--- src/rtl/alu_pkg.sv ---
// Shared types for the RV32 execute unit: opcode encoding, FSM states, op-class helpers.
package alu_pkg;
  localparam int OP_W = 5;

  typedef enum logic [OP_W-1:0] {
    OP_ADD    = 5'd0,
    OP_SLL    = 5'd1,
    OP_SLT    = 5'd2,
    OP_SLTU   = 5'd3,
    OP_XOR    = 5'd4,
    OP_SRL    = 5'd5,
    OP_SRA    = 5'd6,
    OP_OR     = 5'd7,
    OP_AND    = 5'd8,
    OP_SUB    = 5'd9,
    OP_MUL    = 5'd10,
    OP_MULH   = 5'd11,
    OP_MULHSU = 5'd12,
    OP_MULHU  = 5'd13,
    OP_DIV    = 5'd14,
    OP_DIVU   = 5'd15,
    OP_REM    = 5'd16,
    OP_REMU   = 5'd17
  } alu_op_e;

  typedef enum logic [1:0] {IDLE, MUL, DIV, DONE} state_e;

  function automatic logic is_muldiv(input logic [OP_W-1:0] op);
    return (op >= OP_MUL) && (op <= OP_REMU);
  endfunction
endpackage

--- src/rtl/alu_div_seq.sv ---
// Restoring radix-2 divider on operand magnitudes; the quotient/remainder of the final
// step are presented combinationally alongside done so the caller can register them that cycle.
module alu_div_seq #(
  parameter int XLEN = 32
) (
  input  logic            clk,
  input  logic            rst_n,
  input  logic            kill,
  input  logic            start,
  input  logic [XLEN-1:0] a_mag,
  input  logic [XLEN-1:0] b_mag,
  input  logic            q_neg,
  input  logic            r_neg,
  output logic            done,
  output logic [XLEN-1:0] quo,
  output logic [XLEN-1:0] rem
);
  localparam int SHW = $clog2(XLEN);

  logic [XLEN-1:0] rq, qq, dd;
  logic            qn, rn, busy;
  logic [SHW-1:0]  cnt;

  logic [XLEN:0]   shifted;
  logic            ge;
  logic [XLEN-1:0] r_nx, q_nx;

  // Partial remainder stays below the divisor, so the shifted value fits XLEN+1 bits.
  always_comb begin
    shifted = {rq, qq[XLEN-1]};
    ge      = shifted >= {1'b0, dd};
    r_nx    = ge ? (shifted[XLEN-1:0] - dd) : shifted[XLEN-1:0];
    q_nx    = {qq[XLEN-2:0], ge};
  end

  assign done = busy && (cnt == '1);
  assign quo  = qn ? (-q_nx) : q_nx;
  assign rem  = rn ? (-r_nx) : r_nx;

  always_ff @(posedge clk or negedge rst_n) begin
    if (!rst_n) begin
      rq   <= '0;
      qq   <= '0;
      dd   <= '0;
      qn   <= 1'b0;
      rn   <= 1'b0;
      busy <= 1'b0;
      cnt  <= '0;
    end else if (kill) begin
      busy <= 1'b0;
    end else if (start) begin
      rq   <= '0;
      qq   <= a_mag;
      dd   <= b_mag;
      qn   <= q_neg;
      rn   <= r_neg;
      busy <= 1'b1;
      cnt  <= '0;
    end else if (busy) begin
      rq  <= r_nx;
      qq  <= q_nx;
      cnt <= cnt + 1'b1;
      if (cnt == '1) busy <= 1'b0;
    end
  end
endmodule

--- src/rtl/alu_muldiv_seq.sv ---
// RV32 EX unit: single-cycle base ops, XLEN-cycle shift-add multiplier, optional iterative divider.
// Define ALU_DIV_EN to build the divider; otherwise ops 14-17 report illegal.
module alu_muldiv_seq
  import alu_pkg::*;
#(
  parameter int XLEN = 32
) (
  input  logic            clk,
  input  logic            rst_n,
  input  logic            flush,
  input  logic            in_valid,
  output logic            in_ready,
  input  logic [OP_W-1:0] in_op,
  input  logic [XLEN-1:0] in_a,
  input  logic [XLEN-1:0] in_b,
  output logic            out_valid,
  input  logic            out_ready,
  output logic [XLEN-1:0] out_result,
  output logic            out_illegal
);
  localparam int SHW = $clog2(XLEN);
  localparam logic [XLEN-1:0] XMIN = {1'b1, {(XLEN-1){1'b0}}};

  state_e          state;
  logic [XLEN-1:0] res_q;
  logic            ill_q;
  logic            accept;

  assign in_ready    = ~flush & ((state == IDLE) | ((state == DONE) & out_ready));
  assign accept      = in_valid & in_ready;
  assign out_valid   = (state == DONE);
  assign out_result  = res_q;
  assign out_illegal = ill_q;

  // ---- base ops ----
  logic [SHW-1:0]  shamt;
  logic [XLEN-1:0] base_res;
  assign shamt = in_b[SHW-1:0];

  always_comb begin
    base_res = '0;
    case (in_op)
      OP_ADD:  base_res = in_a + in_b;
      OP_SLL:  base_res = in_a << shamt;
      OP_SLT:  base_res = {{(XLEN-1){1'b0}}, $signed(in_a) < $signed(in_b)};
      OP_SLTU: base_res = {{(XLEN-1){1'b0}}, in_a < in_b};
      OP_XOR:  base_res = in_a ^ in_b;
      OP_SRL:  base_res = in_a >> shamt;
      OP_SRA:  base_res = $signed(in_a) >>> shamt;
      OP_OR:   base_res = in_a | in_b;
      OP_AND:  base_res = in_a & in_b;
      OP_SUB:  base_res = in_a - in_b;
      default: base_res = '0;
    endcase
  end

  // ---- op classification and operand magnitudes ----
  logic            op_mul, legal, a_sgn, b_sgn, a_neg, b_neg;
  logic [XLEN-1:0] a_mag, b_mag;

  assign op_mul = is_muldiv(in_op) && (in_op < OP_DIV);
`ifdef ALU_DIV_EN
  assign legal  = (in_op <= OP_REMU);
`else
  assign legal  = (in_op <= OP_MULHU);
`endif
  assign a_sgn = (in_op == OP_MULH) | (in_op == OP_MULHSU) | (in_op == OP_DIV) | (in_op == OP_REM);
  assign b_sgn = (in_op == OP_MULH) | (in_op == OP_DIV) | (in_op == OP_REM);
  assign a_neg = a_sgn & in_a[XLEN-1];
  assign b_neg = b_sgn & in_b[XLEN-1];
  assign a_mag = a_neg ? (-in_a) : in_a;
  assign b_mag = b_neg ? (-in_b) : in_b;

  // ---- multiplier: {mhi,mlo} shifts right, mlo starts as the multiplier ----
  logic [XLEN-1:0]   mhi, mlo, mcand;
  logic              mneg, mhigh;
  logic [SHW-1:0]    cnt;
  logic [XLEN:0]     msum;
  logic [XLEN-1:0]   mhi_nx, mlo_nx;
  logic [2*XLEN-1:0] mprod;

  always_comb begin
    msum   = {1'b0, mhi} + (mlo[0] ? {1'b0, mcand} : '0);
    mhi_nx = msum[XLEN:1];
    mlo_nx = {msum[0], mlo[XLEN-1:1]};
    mprod  = mneg ? (-{mhi_nx, mlo_nx}) : {mhi_nx, mlo_nx};
  end

`ifdef ALU_DIV_EN
  // ---- divider hookup; zero divisor and MIN/-1 bypass the iteration ----
  logic            op_div, want_rem, div_by0, div_ovf, div_special, div_start, div_done;
  logic [XLEN-1:0] div_quo, div_rem, spec_res;

  assign op_div      = is_muldiv(in_op) && (in_op >= OP_DIV);
  assign div_by0     = (in_b == '0);
  assign div_ovf     = a_sgn && (in_a == XMIN) && (in_b == '1);
  assign div_special = div_by0 | div_ovf;
  assign spec_res    = ((in_op == OP_DIV) | (in_op == OP_DIVU)) ? (div_by0 ? '1 : XMIN)
                                                                 : (div_by0 ? in_a : '0);
  assign div_start   = accept & legal & op_div & ~div_special;

  alu_div_seq #(.XLEN(XLEN)) u_div (
    .clk   (clk),
    .rst_n (rst_n),
    .kill  (flush),
    .start (div_start),
    .a_mag (a_mag),
    .b_mag (b_mag),
    .q_neg (a_neg ^ b_neg),
    .r_neg (a_neg),
    .done  (div_done),
    .quo   (div_quo),
    .rem   (div_rem)
  );
`endif

  always_ff @(posedge clk or negedge rst_n) begin
    if (!rst_n) begin
      state <= IDLE;
      res_q <= '0;
      ill_q <= 1'b0;
      mhi   <= '0;
      mlo   <= '0;
      mcand <= '0;
      mneg  <= 1'b0;
      mhigh <= 1'b0;
      cnt   <= '0;
`ifdef ALU_DIV_EN
      want_rem <= 1'b0;
`endif
    end else if (flush) begin
      state <= IDLE;
    end else if (accept) begin
      ill_q <= 1'b0;
      if (!legal) begin
        state <= DONE;
        res_q <= '0;
        ill_q <= 1'b1;
      end else if (op_mul) begin
        state <= MUL;
        mhi   <= '0;
        mlo   <= b_mag;
        mcand <= a_mag;
        mneg  <= a_neg ^ b_neg;
        mhigh <= (in_op != OP_MUL);
        cnt   <= '0;
`ifdef ALU_DIV_EN
      end else if (op_div) begin
        want_rem <= (in_op == OP_REM) | (in_op == OP_REMU);
        if (div_special) begin
          state <= DONE;
          res_q <= spec_res;
        end else begin
          state <= DIV;
        end
`endif
      end else begin
        state <= DONE;
        res_q <= base_res;
      end
    end else begin
      case (state)
        DONE: if (out_ready) state <= IDLE;
        MUL: begin
          mhi <= mhi_nx;
          mlo <= mlo_nx;
          cnt <= cnt + 1'b1;
          if (cnt == '1) begin
            state <= DONE;
            res_q <= mhigh ? mprod[2*XLEN-1:XLEN] : mprod[XLEN-1:0];
          end
        end
`ifdef ALU_DIV_EN
        DIV: if (div_done) begin
          state <= DONE;
          res_q <= want_rem ? div_rem : div_quo;
        end
`endif
        default: ;
      endcase
    end
  end
endmodule
--- config.mk ---
export PLATFORM = sky130hd
export DESIGN_NAME = alu_muldiv_seq
export DESIGN_NICKNAME = d
export VERILOG_FILES = /design/src/rtl/alu_pkg.sv /design/src/rtl/alu_div_seq.sv /design/src/rtl/alu_muldiv_seq.sv
export SDC_FILE = /design/constraint.sdc
export NUM_CORES = 1
export LEC_CHECK = 0
export ABC_AREA = 1
export CORE_ASPECT_RATIO = 1.75
export CORE_MARGIN = 2
export CORE_UTILIZATION = 45
export CTS_BUF_LIST = sky130_fd_sc_hd__clkbuf_2 sky130_fd_sc_hd__clkbuf_4 sky130_fd_sc_hd__clkbuf_8
export DETAILED_ROUTE_END_ITERATION = 8
export GPL_TIMING_DRIVEN = 0
export PLACE_DENSITY = 0.64
export SLEW_MARGIN = 5
export SYNTH_ARGS = -nofsm -noshare
export SYNTH_HDL_FRONTEND = slang
export SYNTH_HIERARCHICAL = 1
export SYNTH_SLANG_ARGS = --single-unit
--- constraint.sdc ---
create_clock -name clk -period 3.3 [get_ports clk]
set_input_delay 0.825 -clock clk [delete_from_list [all_inputs] [get_ports clk]]
set_output_delay 0.825 -clock clk [all_outputs]
set_load 0.01 [all_outputs]
==> results of run 1 <==
repair_timing:
action,4_1_cts
endpoints found under the setup margin,65
gates resized for setup,637
pin swaps,50
hold buffers,0
setup buffers,49
cells by family after synthesis:
group | count (synthesis) | synth area share (%)
AO/OA/AOI/OAI | 886 | 23.9
XOR/XNOR | 57 | 2.45
multiplexers | 7 | 0.338
buffers and inverters | 646 | 11.9
flip-flops | 138 | 16.7
adder cells (fa/ha/maj) | 137 | 8.38
AND/OR/NAND/NOR | 1825 | 36.4
per-stage QoR:
step           util, %  TNS, ns  setup slack, ns  hold slack, ns
2_1_floorplan        -  -0.0419          -0.0314           0.449
3_3_place_gp      49.3  -681.24            -4.16           0.466
3_5_place_dp      49.4  -108.12            -2.23           0.470
4_1_cts           55.1  -0.0987          -0.0836           0.246
layer usage:
metal	GRT overflow	GRT usage, %
met3	0	21.2
met1	0	52.2
met4	5	66.5
met2	6	88.5
met5	0	0
==> metrics, run 1 <==
Synth Instances=3,696; IO buf count=108; Yosys cell types=69; Die Y=288 um; placed cell areas=between 20,000 and 25,000 sq um; IO Count=109; Post-synth top cells=nand2_1 (1,089), inv_1 (475), o21ai_0 (367); status=did not finish; Main synth FF type=dfrtp_1; grt ovf=11; H-Tree Depth=4; synth warn=6; Die X=166 um; vias in the first global route=around 29,000; flops & latches, synth=138; Synth area leader=nand2_1; count leader, synth=nand2_1; Initial Utilization=45.3%; Mapped Area=between 20,000 and 25,000 sq um; sequential fraction of the synthesis area=between 10% and 20%; dpl cells=4,388; EDFF count, synth=0; top cells by area, synth=nand2_1 (20%), dfrtp_1 (17%), o21ai_0 (8.9%), inv_1 (8.6%), ha_1 (8.1%); last step reached=5_1_grt; synthesized net count=3,907; Num Clock Sinks=138; CTS buffer count=17; error msg=[ERROR GRT-0116] Global routing finished with congestion. Check the congestion regions in the DRC Viewer.; total track usage=56.3%; row cnt=approximately 100; Yosys top cell area share=19.7%; clk root buf=clkbuf_8; GPL Wtd Cong=1.17; maximum clock path buffer count=2; HPWL reported at the end of detailed placement=104,000 um; FFs w/ async S/R, synth=100%; pin count of the biggest net entering global routing=95; Post-Syn Area per Cell=5.60 sq um; first-pass GRT wire length=198,000 um
==> run 2: changes to the inputs <==
- CORE_ASPECT_RATIO: 1.75 -> not set
- CORE_UTILIZATION: 45 -> 30
- CTS_BUF_LIST: sky130_fd_sc_hd__clkbuf_2 sky130_fd_sc_hd__clkbuf_4 sky130_fd_sc_hd__clkbuf_8 -> not set
- PLACE_DENSITY: 0.64 -> not set
- PLACE_DENSITY_LB_ADDON: not set -> 0.15
==> run 2 against run 1 <==
Effect of this change: the flow now finishes, with violations (negative setup slack); area after synthesis did not move; synthesized cell count unchanged.
==> metrics, run 2 <==
status=finished with violations; failing checks=negative setup slack; Hold Vio Cnt, Final=0; maximum clock path buffer count=2 (unchanged); Initial Utilization=30.3% (-15 points); Worst R2R Setup Slack=0.02 ns; TritonCTS clock tree=yes; Area Growth Syn to Fin=32.2%; grt ovf=0; Worst Path Arrival=3.75 ns; RSZ-0062 raised after global routing=true; Final WS setup=-0.0618 ns; Leak=0.0129 uW; final cell count without fillers=about 4,800; layout cells sized above 1=20.8%; Critical Path RT=3.69 ns; die area=71,200 sq um; clk root buf=clkbuf_16; Die Y=267 um (-7.3%); CP startpoint kind=input pin; dpl cells=4,687 (+6.8%); Cell Pwr Density=627 nW/um^2; Max Slew Vio Count=0; sequential fraction of the synthesis area=16.7% (unchanged); DR pass1 iterations=6; fin crit share=102%; Core Area=68,500 sq um; Post-Syn Area per Cell=5.60 sq um (unchanged); total power=about 17,000 uW; Clock transition at path regs=0.07 ns; MaxCap Viol Count=0; vias in the first global route=roughly 26,000; most frequent cells in the layout=nand2_1 (963), inv_1 (426), o21ai_0 (309); total track usage=34.8%; Die X=267 um (+61%); FF-to-FF End=out_result[29]$_DFFE_PN0P_; synthesized net count=3,907 (unchanged); commonest non-fill, non-tap cell in the layout=nand2_1; count leader, synth=nand2_1; first-pass GRT wire length=179,000 um; initial antenna violation count=2; EDFF count, synth=0 (unchanged); Routed WL=127,000 um; reg2reg start=mlo[0]$_DFFE_PN0P_; worst slew pin tran=0.906 ns; synth warn=6 (unchanged); reg2reg path depth=20; residual DRC count=0; Synth Instances=3,696 (unchanged); Mapped Area=20,700 sq um (unchanged); Setup TNS=-0.0857 ns; HPWL reported at the end of detailed placement=103,000 um (-0.53%); IO Count=109 (unchanged); Main synth FF type=dfrtp_1; cts hold-fix bufs=0 (unchanged); crit path max fanout=6; Vias=27,100; top cells by area, synth=nand2_1 (20%), dfrtp_1 (17%), o21ai_0 (8.9%), inv_1 (8.6%), ha_1 (8.1%); H-Tree Depth=4 (unchanged); GPL Wtd Cong=1.04 (-11%); Slew headroom=39.0%; Final setup viols=3; Clock Skew=~0.011 ns; Num Clock Sinks=138 (unchanged); CTS buffer count=17 (unchanged); Fmax=297 MHz; FFs w/ async S/R, synth=100% (unchanged); pin count of the biggest net entering global routing=89; row cnt=96 (-7.7%); Tmin final=3.36 ns; drt first-iter violations=2,737; worst hold-check path type=in -> async; Final Util=40.0%; Yosys top cell area share=19.7% (unchanged); flops & latches, synth=138 (unchanged); post-route ant nets=0; Yosys cell types=69 (unchanged); WL per Instance=26.3 um; routed vias/inst=roughly 5.6; IO buf count=108 (unchanged); Min Hold Slack=about 0.26 ns; Setup CP Type=in -> reg; Setup crit end kind=register; Post-synth top cells=nand2_1 (1,089), inv_1 (475), o21ai_0 (367); Synth area leader=nand2_1; Clk Latency, worst-skew pair=0.46 ns; Peak supply drop=0.000497 V; # nets final=4,139
[run 2: cell counts after synthesis]
Identical to the previous run, type by type.
[run 2: worst max path at each step]
stage	from	to	slack, ns	cells past startpoint
after floorplan	in_b[2]	out_result[19]$_DFFE_PN0P_	-0.03	19
after global placement	rst_n	out_result[28]$_DFFE_PN0P_	-4.96	1
after detailed placement	in_a[29]	out_result[3]$_DFFE_PN0P_	-2.09	13
after CTS	in_a[31]	out_result[0]$_DFFE_PN0P_	0.001	12
after global routing	in_b[4]	out_result[26]$_DFFE_PN0P_	-0.10	18
final	in_a[4]	out_result[20]$_DFFE_PN0P_	-0.06	14
[run 2: stage by stage]
step	area [sq um]	worst slack, ns
4_1_cts	25600	0.000952
5_1_grt	27400	-0.103
2_1_floorplan	20700	-0.0314
3_5_place_dp	22900	-2.09
3_3_place_gp	22900	-4.96
6_report	27400	-0.0618
[run 2: report_power, final]
group          internal, uW  leakage, uW  switching (uW)
registers              2430      0.00170             722
logic                  4130       0.0109            7800
clock network          1220     0.000300             878
total                  7780       0.0129            9400
[run 2: area by class of cell]
cell class	count	area [sq um]
Inverter	493	1970
Tap cell	882	1100
Multi-Input combinational cell	2912	17400
Timing Repair Buffer	229	1940
Clock buffer	20	447
Antenna cell	1	2.50
Sequential cell	138	3450
Fill cell	7717	41100
Buffer	137	870
Clock inverter	12	161
[run 2: logic make-up (layout without fill, tap and decap cells)]
family          count (synthesis)  in the layout  synth area share [%]
other cells                     0              1                     0
fa+ha+maj                     137            137                  8.38
simple gates                 1825           1825                  36.4
mux                             7              7                 0.338
compound gates                886            886                  23.9
buf+inv                       646            891                  11.9
xor+xnor                       57             57                  2.45
flops                         138            138                  16.7
[run 2: critical path, cell delays in order]
cell             delay (ns)
clkdlybuf4s15_2        0.39
clkinvlp_4             0.30
buf_4                  0.24
o21ai_0                0.28
o21ai_0                0.17
o22ai_1                0.45
nand3_1                0.14
inv_1                  0.23
nand2_1                0.10
nand3_1                0.13
nor2_2                 0.09
nand3_1                0.16
a21oi_1                0.09
a21oi_1                0.15
[run 2: metal layers]
metal,up-vias,track usage [%],share of wire (%)
li1,12600,-,-
met1,12900,43.9,40
met2,1314,56.5,44
met3,320,5.13,8.0
met4,2,20.2,7.5
met5,-,0,0.0095
[run 2: repair_timing]
item / CTS / global route
endpoints found under the setup margin: 134 / 79
resized for setup: 621 / 427
setup buffers: 50 / 70
cloned: 1 / 0
endpoints found under the hold margin: 0 / 0
pin swaps: 66 / 105
(Power assumes the default switching activity.)
